--- config.mk ---
export PLATFORM = sky130hd
export DESIGN_NAME = id_ex_stage
export DESIGN_NICKNAME = d
export VERILOG_FILES = /design/src/rtl/rv_pkg.sv /design/src/rtl/forwarding_unit.sv /design/src/rtl/id_ex_stage.sv
export SDC_FILE = /design/constraint.sdc
export NUM_CORES = 1
export LEC_CHECK = 0
export CAP_MARGIN = 20
export CORE_ASPECT_RATIO = 0.6
export CORE_MARGIN = 5
export CORE_UTILIZATION = 40
export CTS_BUF_LIST = sky130_fd_sc_hd__clkbuf_8
export DETAILED_ROUTE_END_ITERATION = 7
export PLACE_DENSITY = 0.84
export SLEW_MARGIN = 20
export SYNTH_ARGS = -nofsm -noshare
export SYNTH_HDL_FRONTEND = slang
export SYNTH_SLANG_ARGS = --single-unit
--- constraint.sdc ---
create_clock -name clk -period 2.6 [get_ports clk]
set_input_delay 0.52 -clock clk [delete_from_list [all_inputs] [get_ports clk]]
set_output_delay 0.52 -clock clk [all_outputs]
set_load 0.03 [all_outputs]
--- src/rtl/rv_pkg.sv ---
// Shared RV32I pipeline constants: ALU opcodes, operand selects and forwarding selects.
package rv_pkg;

  localparam int unsigned XLEN   = 32;
  localparam int unsigned REG_AW = 5;

  localparam logic [3:0] ALU_ADD    = 4'h0;
  localparam logic [3:0] ALU_SUB    = 4'h1;
  localparam logic [3:0] ALU_AND    = 4'h2;
  localparam logic [3:0] ALU_OR     = 4'h3;
  localparam logic [3:0] ALU_XOR    = 4'h4;
  localparam logic [3:0] ALU_SLT    = 4'h5;
  localparam logic [3:0] ALU_SLTU   = 4'h6;
  localparam logic [3:0] ALU_SLL    = 4'h7;
  localparam logic [3:0] ALU_ADD_PC = 4'h8;
  localparam logic [3:0] ALU_LUI    = 4'h9;
  localparam logic [3:0] ALU_PASS_B = 4'hA;
  localparam logic [3:0] ALU_SRA    = 4'hB;
  localparam logic [3:0] ALU_SRL    = 4'hC;

  localparam logic [1:0] SRC_A_RS1  = 2'b00;
  localparam logic [1:0] SRC_A_PC   = 2'b01;
  localparam logic [1:0] SRC_A_ZERO = 2'b10;

  localparam logic SRC_B_RS2 = 1'b0;
  localparam logic SRC_B_IMM = 1'b1;

  typedef enum logic [1:0] {
    FWD_NONE = 2'b00,
    FWD_MEM  = 2'b01,
    FWD_WB   = 2'b10
  } fwd_sel_e;

  // A producer can forward only if it writes a real register matching the consumer index.
  function automatic logic fwd_hit(logic wr, logic [REG_AW-1:0] rd, logic [REG_AW-1:0] rs);
    return wr && (rd != '0) && (rd == rs);
  endfunction

endpackage

--- src/rtl/forwarding_unit.sv ---
// Combinational operand-forwarding select: EX/MEM beats MEM/WB, x0 never forwards.
module forwarding_unit
  import rv_pkg::*;
(
  input  logic [REG_AW-1:0] rs1,
  input  logic [REG_AW-1:0] rs2,
  input  logic              mem_reg_write,
  input  logic [REG_AW-1:0] mem_rd,
  input  logic              wb_reg_write,
  input  logic [REG_AW-1:0] wb_rd,
  output fwd_sel_e          fwd_a,
  output fwd_sel_e          fwd_b
);

  always_comb begin
    fwd_a = FWD_NONE;
    if (fwd_hit(mem_reg_write, mem_rd, rs1)) begin
      fwd_a = FWD_MEM;
    end else if (fwd_hit(wb_reg_write, wb_rd, rs1)) begin
      fwd_a = FWD_WB;
    end
  end

  always_comb begin
    fwd_b = FWD_NONE;
    if (fwd_hit(mem_reg_write, mem_rd, rs2)) begin
      fwd_b = FWD_MEM;
    end else if (fwd_hit(wb_reg_write, wb_rd, rs2)) begin
      fwd_b = FWD_WB;
    end
  end

endmodule

--- src/rtl/id_ex_stage.sv ---
// ID/EX pipeline register with EX-side operand forwarding, ALU operand muxing and
// load-use hazard detection toward IF/ID.
module id_ex_stage
  import rv_pkg::*;
(
  input  logic              clk,
  input  logic              rst_n,
  input  logic              stall,
  input  logic              flush,
  input  logic              id_valid,
  input  logic [XLEN-1:0]   id_pc,
  input  logic [XLEN-1:0]   id_rd1,
  input  logic [XLEN-1:0]   id_rd2,
  input  logic [XLEN-1:0]   id_imm,
  input  logic [REG_AW-1:0] id_rs1,
  input  logic [REG_AW-1:0] id_rs2,
  input  logic [REG_AW-1:0] id_rd,
  input  logic [3:0]        id_alu_control,
  input  logic [1:0]        id_src_a_sel,
  input  logic              id_src_b_sel,
  input  logic              id_reg_write,
  input  logic              id_mem_read,
  input  logic              id_mem_write,
  input  logic              id_branch,
  input  logic              id_jump,
  input  logic [1:0]        id_result_src,
  input  logic              mem_reg_write,
  input  logic [REG_AW-1:0] mem_rd,
  input  logic [XLEN-1:0]   mem_alu_result,
  input  logic              wb_reg_write,
  input  logic [REG_AW-1:0] wb_rd,
  input  logic [XLEN-1:0]   wb_result,
  output logic [XLEN-1:0]   ex_src_a,
  output logic [XLEN-1:0]   ex_src_b,
  output logic [3:0]        ex_alu_control,
  output logic [XLEN-1:0]   ex_store_data,
  output logic [XLEN-1:0]   ex_pc,
  output logic [XLEN-1:0]   ex_imm,
  output logic [REG_AW-1:0] ex_rd,
  output logic              ex_valid,
  output logic              ex_reg_write,
  output logic              ex_mem_read,
  output logic              ex_mem_write,
  output logic              ex_branch,
  output logic              ex_jump,
  output logic [1:0]        ex_result_src,
  output logic              load_use_hazard
);

  typedef struct packed {
    logic              valid;
    logic [XLEN-1:0]   pc;
    logic [XLEN-1:0]   rd1;
    logic [XLEN-1:0]   rd2;
    logic [XLEN-1:0]   imm;
    logic [REG_AW-1:0] rs1;
    logic [REG_AW-1:0] rs2;
    logic [REG_AW-1:0] rd;
    logic [3:0]        alu_control;
    logic [1:0]        src_a_sel;
    logic              src_b_sel;
    logic              reg_write;
    logic              mem_read;
    logic              mem_write;
    logic              branch;
    logic              jump;
    logic [1:0]        result_src;
  } id_ex_t;

  id_ex_t   ex_q, ex_d;
  fwd_sel_e fwd_a, fwd_b;
  logic [XLEN-1:0] fwd_a_val, fwd_b_val;

  // Flush yields an all-zero bubble; an invalid decode slot keeps data but drops side effects.
  always_comb begin
    ex_d = ex_q;
    if (flush) begin
      ex_d = '0;
    end else if (!stall) begin
      ex_d.valid       = id_valid;
      ex_d.pc          = id_pc;
      ex_d.rd1         = id_rd1;
      ex_d.rd2         = id_rd2;
      ex_d.imm         = id_imm;
      ex_d.rs1         = id_rs1;
      ex_d.rs2         = id_rs2;
      ex_d.rd          = id_rd;
      ex_d.alu_control = id_alu_control;
      ex_d.src_a_sel   = id_src_a_sel;
      ex_d.src_b_sel   = id_src_b_sel;
      ex_d.result_src  = id_result_src;
      ex_d.reg_write   = id_valid & id_reg_write;
      ex_d.mem_read    = id_valid & id_mem_read;
      ex_d.mem_write   = id_valid & id_mem_write;
      ex_d.branch      = id_valid & id_branch;
      ex_d.jump        = id_valid & id_jump;
    end
  end

  always_ff @(posedge clk or negedge rst_n) begin
    if (!rst_n) begin
      ex_q <= '0;
    end else begin
      ex_q <= ex_d;
    end
  end

  forwarding_unit u_forwarding_unit (
    .rs1           (ex_q.rs1),
    .rs2           (ex_q.rs2),
    .mem_reg_write (mem_reg_write),
    .mem_rd        (mem_rd),
    .wb_reg_write  (wb_reg_write),
    .wb_rd         (wb_rd),
    .fwd_a         (fwd_a),
    .fwd_b         (fwd_b)
  );

  always_comb begin
    unique case (fwd_a)
      FWD_MEM: fwd_a_val = mem_alu_result;
      FWD_WB:  fwd_a_val = wb_result;
      default: fwd_a_val = ex_q.rd1;
    endcase
  end

  always_comb begin
    unique case (fwd_b)
      FWD_MEM: fwd_b_val = mem_alu_result;
      FWD_WB:  fwd_b_val = wb_result;
      default: fwd_b_val = ex_q.rd2;
    endcase
  end

  // The reserved select encoding behaves like SRC_A_ZERO.
  always_comb begin
    case (ex_q.src_a_sel)
      SRC_A_RS1: ex_src_a = fwd_a_val;
      SRC_A_PC:  ex_src_a = ex_q.pc;
      default:   ex_src_a = '0;
    endcase
  end

  assign ex_src_b       = (ex_q.src_b_sel == SRC_B_IMM) ? ex_q.imm : fwd_b_val;
  assign ex_store_data  = fwd_b_val;
  assign ex_alu_control = ex_q.alu_control;
  assign ex_pc          = ex_q.pc;
  assign ex_imm         = ex_q.imm;
  assign ex_rd          = ex_q.rd;
  assign ex_valid       = ex_q.valid;
  assign ex_reg_write   = ex_q.reg_write;
  assign ex_mem_read    = ex_q.mem_read;
  assign ex_mem_write   = ex_q.mem_write;
  assign ex_branch      = ex_q.branch;
  assign ex_jump        = ex_q.jump;
  assign ex_result_src  = ex_q.result_src;

  assign load_use_hazard = ex_q.valid && ex_q.mem_read && (ex_q.rd != '0) &&
                           ((ex_q.rd == id_rs1) || (ex_q.rd == id_rs2));

endmodule

# After elaboration in Yosys (flattened, before gate mapping)
# Index checks and enable logic that the tools add are counted.
[word_totals] word_cells=58 reg_bits=158 in_bits=238
[op_classes] reduce_logical=14 muxes=10 eq_ne=12 n_bitwise=5
[op_table] cell="2-to-1 mux 158 bit" count=2
[op_table] cell="case mux 32 bit (2 select lines)" count=3
[op_table] cell="2-to-1 mux 32 bit" count=1
[op_table] cell="== test 5 bit" count=6
[op_table] cell="nonzero test 5 bit" count=3
[op_table] cell="logical AND 1 bit" count=9
[op_table] cell="2-to-1 mux 2 bit" count=4
[op_table] cell="== test 2 x 1 -> 1 bit (second input constant)" count=3
[op_table] cell="AND 1 bit" count=5
[op_table] cell="== test 2 bit (second input constant)" count=2
[op_table] cell="logical NOT 2 bit" count=1
[op_table] cell="!= test 2 x 1 -> 1 bit (second input constant)" count=1
[op_table] cell="logical OR 1 bit" count=1

# Logic depth before layout (Yosys ltp)
[depth] ltp_word=8 depth_mapped=7 depth_no_buf=5

# By module
# From an unflattened synthesis, not the netlist that was laid out.
[hier_totals] cells_unflattened=983 area_unflattened_um2=9425.3
[by_module_without_submodules] module="id_ex_stage" cells_each=949 area_per_inst_um2=9167.5 n_inst=1
[by_module_without_submodules] module="forwarding_unit" cells_each=34 area_per_inst_um2=257.7 n_inst=1

# Worst setup path before layout
# OpenSTA, ideal clock, no wires.
[synth_timing] path_kind="input-to-output" start="input wb_rd[0]" end="output ex_src_b[31]" stages=6 arrival_time_ns=2.414 required_time_ns=2.080 setup_slack_ns=-0.334 path_cell_list="or4_4 > o21ai_4 > or3_1 > buf_6 > a221oi_1 > o31ai_1"
[synth_between] elab_chain_cells=8 word_cells_on_any_way=10
[synth_lines] item="from (decl)" line_no="id_ex_stage.sv:31" rtl="input logic [REG_AW-1:0] wb_rd,"
[synth_lines] item="nonzero test 5 bit" line_no="rv_pkg.sv:36" rtl="return wr && (rd != '0) && (rd == rs);"
[synth_lines] item="logical AND 1 bit" line_no="rv_pkg.sv:36"
[synth_lines] item="logical AND 1 bit *" line_no="rv_pkg.sv:36"
[synth_lines] item="2-to-1 mux 2 bit *" line_no="forwarding_unit.sv:28" rtl="end else if (fwd_hit(wb_reg_write, wb_rd, rs2)) begin"
[synth_lines] item="2-to-1 mux 2 bit *" line_no="forwarding_unit.sv:26" rtl="if (fwd_hit(mem_reg_write, mem_rd, rs2)) begin"
[synth_lines] item="== test 2 bit / == test 2 x 1 -> 1 bit (equally long branches)" line_no="id_ex_stage.sv:128" rtl="unique case (fwd_b)"
[synth_lines] item="case mux 32 bit (2 select lines) *" line_no="id_ex_stage.sv:128"
[synth_lines] item="2-to-1 mux 32 bit *" line_no="id_ex_stage.sv:144" rtl="assign ex_src_b = (ex_q.src_b_sel == SRC_B_IMM) ? ex_q.imm : fwd_b_val;"
[synth_lines] item="to (decl)" line_no="id_ex_stage.sv:34" rtl="output logic [XLEN-1:0] ex_src_b,"
# Mark *: on every way between the ends. The rest lies on a longest branch, timed or not.

# Final worst setup path
[layout_timing] start="input mem_rd[1]" end="output ex_src_b[22]"
[layout_between] elab_chain_cells=7 word_cells_on_any_way=9
[layout_lines] item="from (decl)" line_no="id_ex_stage.sv:28" rtl="input logic [REG_AW-1:0] mem_rd,"
[layout_lines] item="nonzero test 5 bit" line_no="rv_pkg.sv:36"
[layout_lines] item="logical AND 1 bit" line_no="rv_pkg.sv:36"
[layout_lines] item="logical AND 1 bit *" line_no="rv_pkg.sv:36"
[layout_lines] item="2-to-1 mux 2 bit *" line_no="forwarding_unit.sv:26"
[layout_lines] item="== test 2 bit / == test 2 x 1 -> 1 bit (equally long branches)" line_no="id_ex_stage.sv:128"
[layout_lines] item="case mux 32 bit (2 select lines) *" line_no="id_ex_stage.sv:128"
[layout_lines] item="2-to-1 mux 32 bit *" line_no="id_ex_stage.sv:144"
# Marks and branches as above.

==> run metrics <==
number of global-route vias before repair=10100; drt via density=5.38; Worst path depth=12; pre-CTS setup slack=-1.16 ns; Leak Pwr=roughly 0.0078 uW; die footprint=about 28000 sq um; I/O pin cnt=416; Die Wd=~210 um; syn_area_per_cell=roughly 9.4 sq um; CTS root buffer=clkbuf_8; Sw Share=between 30% and 40%; Final Wtd Congestion=a little under 1; Finished Cell Area=17600 sq um; Max Root-Sink Buffers=2; crit end category=output port; core area=around 24000 sq um; failing checks=negative setup slack; GRT Total Usage=around a third; synthesized instance count=about 1000; unrepaired setup endpoints after global routing=yes; Rows=44; xor/xnor share of the synthesized area=2.67%; die extent in y=between 100 and 150 um; commonest non-fill, non-tap cell in the layout=clkdlybuf4s50_1; worst r2r dst=ex_q[7]; PortBufs=approximately 420; synthesized net count=between 1000 and 1500; Synth Area in Simple Gates=between 10% and 20%; Seq pwr share=36.7%; area post-placement=14900 sq um; CTS tree=yes; grt ovf=0; min cycle time layout=roughly 3.3 ns; First-pass DRT Iterations=7; Max stage delay on crit path=~0.53 ns; max-cap violations=0; Hold Fails Final Rpt=0; kind of critical path=in2out; top_reg_cell synth=dfrtp_1; Fillers=between 1500 and 2000; Slew @ Worst Pin=around 0.85 ns; cell taking the most area after synthesis=dfrtp_1; Reg-to-Reg Start=ex_q[7]; CP max FO=5; hold path cells=3; Synth Area in Compound Gates=around an eighth; final setup margin=-0.653 ns; Hold Path Sink=ex_imm[22]; Post-synth EDFFs=0; async set-reset flop share out of synthesis=between 90% and 100%; Synth Warn #=0; post-synth top area share=approximately two fifths; Clk network pwr share=27.8%; cells on worst reg2reg path=3; Net Sw Power=about 2600 uW; Routed Antenna Nets=0; most frequent cells in the layout=clkdlybuf4s50_1, nor2_1, mux2i_1; pwr/cell area=approximately 430 nW/um^2; hold wc startpoint=stall; slew margin rel.=43.5%; Final setup viols=96; area delta synth->final=78.9%; Worst setup SP type=primary input; vias=9831; Req. time, crit path=between 2 and 2.5 ns; skew final=0 ns; #FFs+latches synth=between 150 and 200; combinational share of power=about 35%; DRC=0; pin count of the biggest net entering global routing=approximately 160; post-synthesis mux area share=about a fifth; R2R setup slack=about 1.1 ns; worst skew pair latency=slightly below 0.5 ns; fraction of layout cells with a size suffix above 1=33.7%; ranking of synthesized cells by area=dfrtp_1, mux2i_1, nor2_1; maximum vdd drop=about 0.0005 V; Netlist cell types=35; initial core utilization=between 40 and 50%; Final Max Tran Viols=0; largest family of logic cells by synthesized area=multiplexers; Final nets=between 1500 and 2000; Num CTS Buffers=17; Peak Freq=slightly above 300 MHz; initial antenna violation count=4; CP most frequent cell=buf_6; Worst-path clk slew=0.09 ns; status=finished with violations; first-pass GRT wire length=roughly 67000 um; crit path cell chain=buf_6, or4_4, o211ai_1, buf_4, buf_6, nor2_4, buf_6, buf_12, buf_16, a221oi_4, o31ai_4, buf_12; Largest delay share family, worst path=buffers and inverters; Num Clock Sinks=roughly 160; post-DP HPWL=roughly 33000 um; critical path's slowest cell=or4_4; Post-Synth Adder-Cell Area=0%; Worst EP arrival=2.73 ns; Buf/Inv on CP=7; final period utilization=125%; Post-Route WL=46100 um; DRT iter0 DRCs=~760; WHS=roughly 0.53 ns; Int Power=slightly below 5000 uW; Routed WL per cell=25.2 um; worst min path class=in2reg; post-synthesis cell area=9830 sq um; register area share after synthesis=around two fifths; H-Tree Depth=4
## kinds of logic after synthesis
group | after synthesis
AOI/OAI and AO/OA | 108
xor gates and xnor gates | 30
buffers and inverters | 184
DFF | 158
muxes | 184
and+or+nand+nor | 384
## synthesized netlist by cell type (6+ instances only)
master      n
a221oi_2   30
xor2_1     10
o221ai_1   31
buf_4      75
nand2_1   104
a21oi_1     6
nor2_1    263
mux2i_1   184
buf_2      19
o31ai_2    30
clkbuf_1   35
buf_1      18
dfrtp_1   158
xnor2_1    20
inv_1      33
## worst max path at each step
stage,from,end,slack (ns)
final,mem_rd[1],ex_src_b[22],-0.65
after global routing,ex_q[19],ex_src_b[12],-0.73
after CTS,mem_rd[1],ex_store_data[0],-0.66
after global placement,mem_rd[3],ex_src_b[0],-1.19
after floorplan,mem_rd[3],ex_src_a[0],-0.15
after detailed placement,mem_rd[3],ex_src_b[0],-1.16
## per-layer routing
layer	vias to the layer above	global-route usage (%)	share of wire [%]
met4	4	10.9	3.2
li1	4409	-	-
met5	-	0	0.074
met3	73	7.65	8.1
met2	480	46.3	44
met1	4865	46.7	45
## registers in the layout (all words and copies together) (netlist names)
register,cells
ex_rd,5
ex_q,77
ex_valid,1
ex_mem_write,1
ex_mem_read,1
ex_reg_write,1
ex_result_src,2
ex_pc,32
ex_imm,32
ex_jump,1
ex_branch,1
ex_alu_control,4
## tightest hold or removal path, cell delays in order
cell and delay (ns):
buf_8 0.22, mux2i_1 0.19, nor2_1 0.05
## power groups by stage
stage	registers [uW]	logic [uW]	clock network (uW)
finish	2760	2660	2090
global route	2780	2780	2210
floorplan	2730	1220	0
global placement	2770	2260	0
detailed placement	2780	2290	0
CTS	2740	2560	2110
## repair_timing
action,in CTS,in global routing
setup endpoints to repair,96,97
gates cloned,13,2
resized for setup,315,98
hold buffers,1,0
pin swaps,55,39
endpoints found under the hold margin,31,0
setup buffers,30,11
## metrics by stage
stage | util [%] | power [uW] | std cells | setup TNS, ns
final | 72.8 | 7510 | 1827 | -51.83
after global routing | 72.8 | 7770 | 1827 | -60.10
after CTS | 70.6 | 7410 | 1816 | -53.19
after detailed placement | 61.5 | 5060 | 1749 | -81.15
after global placement | 61.5 | 5030 | 1749 | -82.68
after floorplan | - | 3950 | 1048 | -5.41
## final cells by class
type,count,area [sq um],share of cell area [%]
Antenna cell,2,5.00,0.0285
Multi-Input combinational cell,706,6380,36.3
Timing Repair Buffer,574,6280,35.7
Sequential cell,158,3960,22.5
Tap cell,322,403,2.29
Clock inverter,15,196,1.12
Inverter,33,124,0.704
Clock buffer,17,234,1.33
No activity file was read; power rests on OpenSTA's default activity.
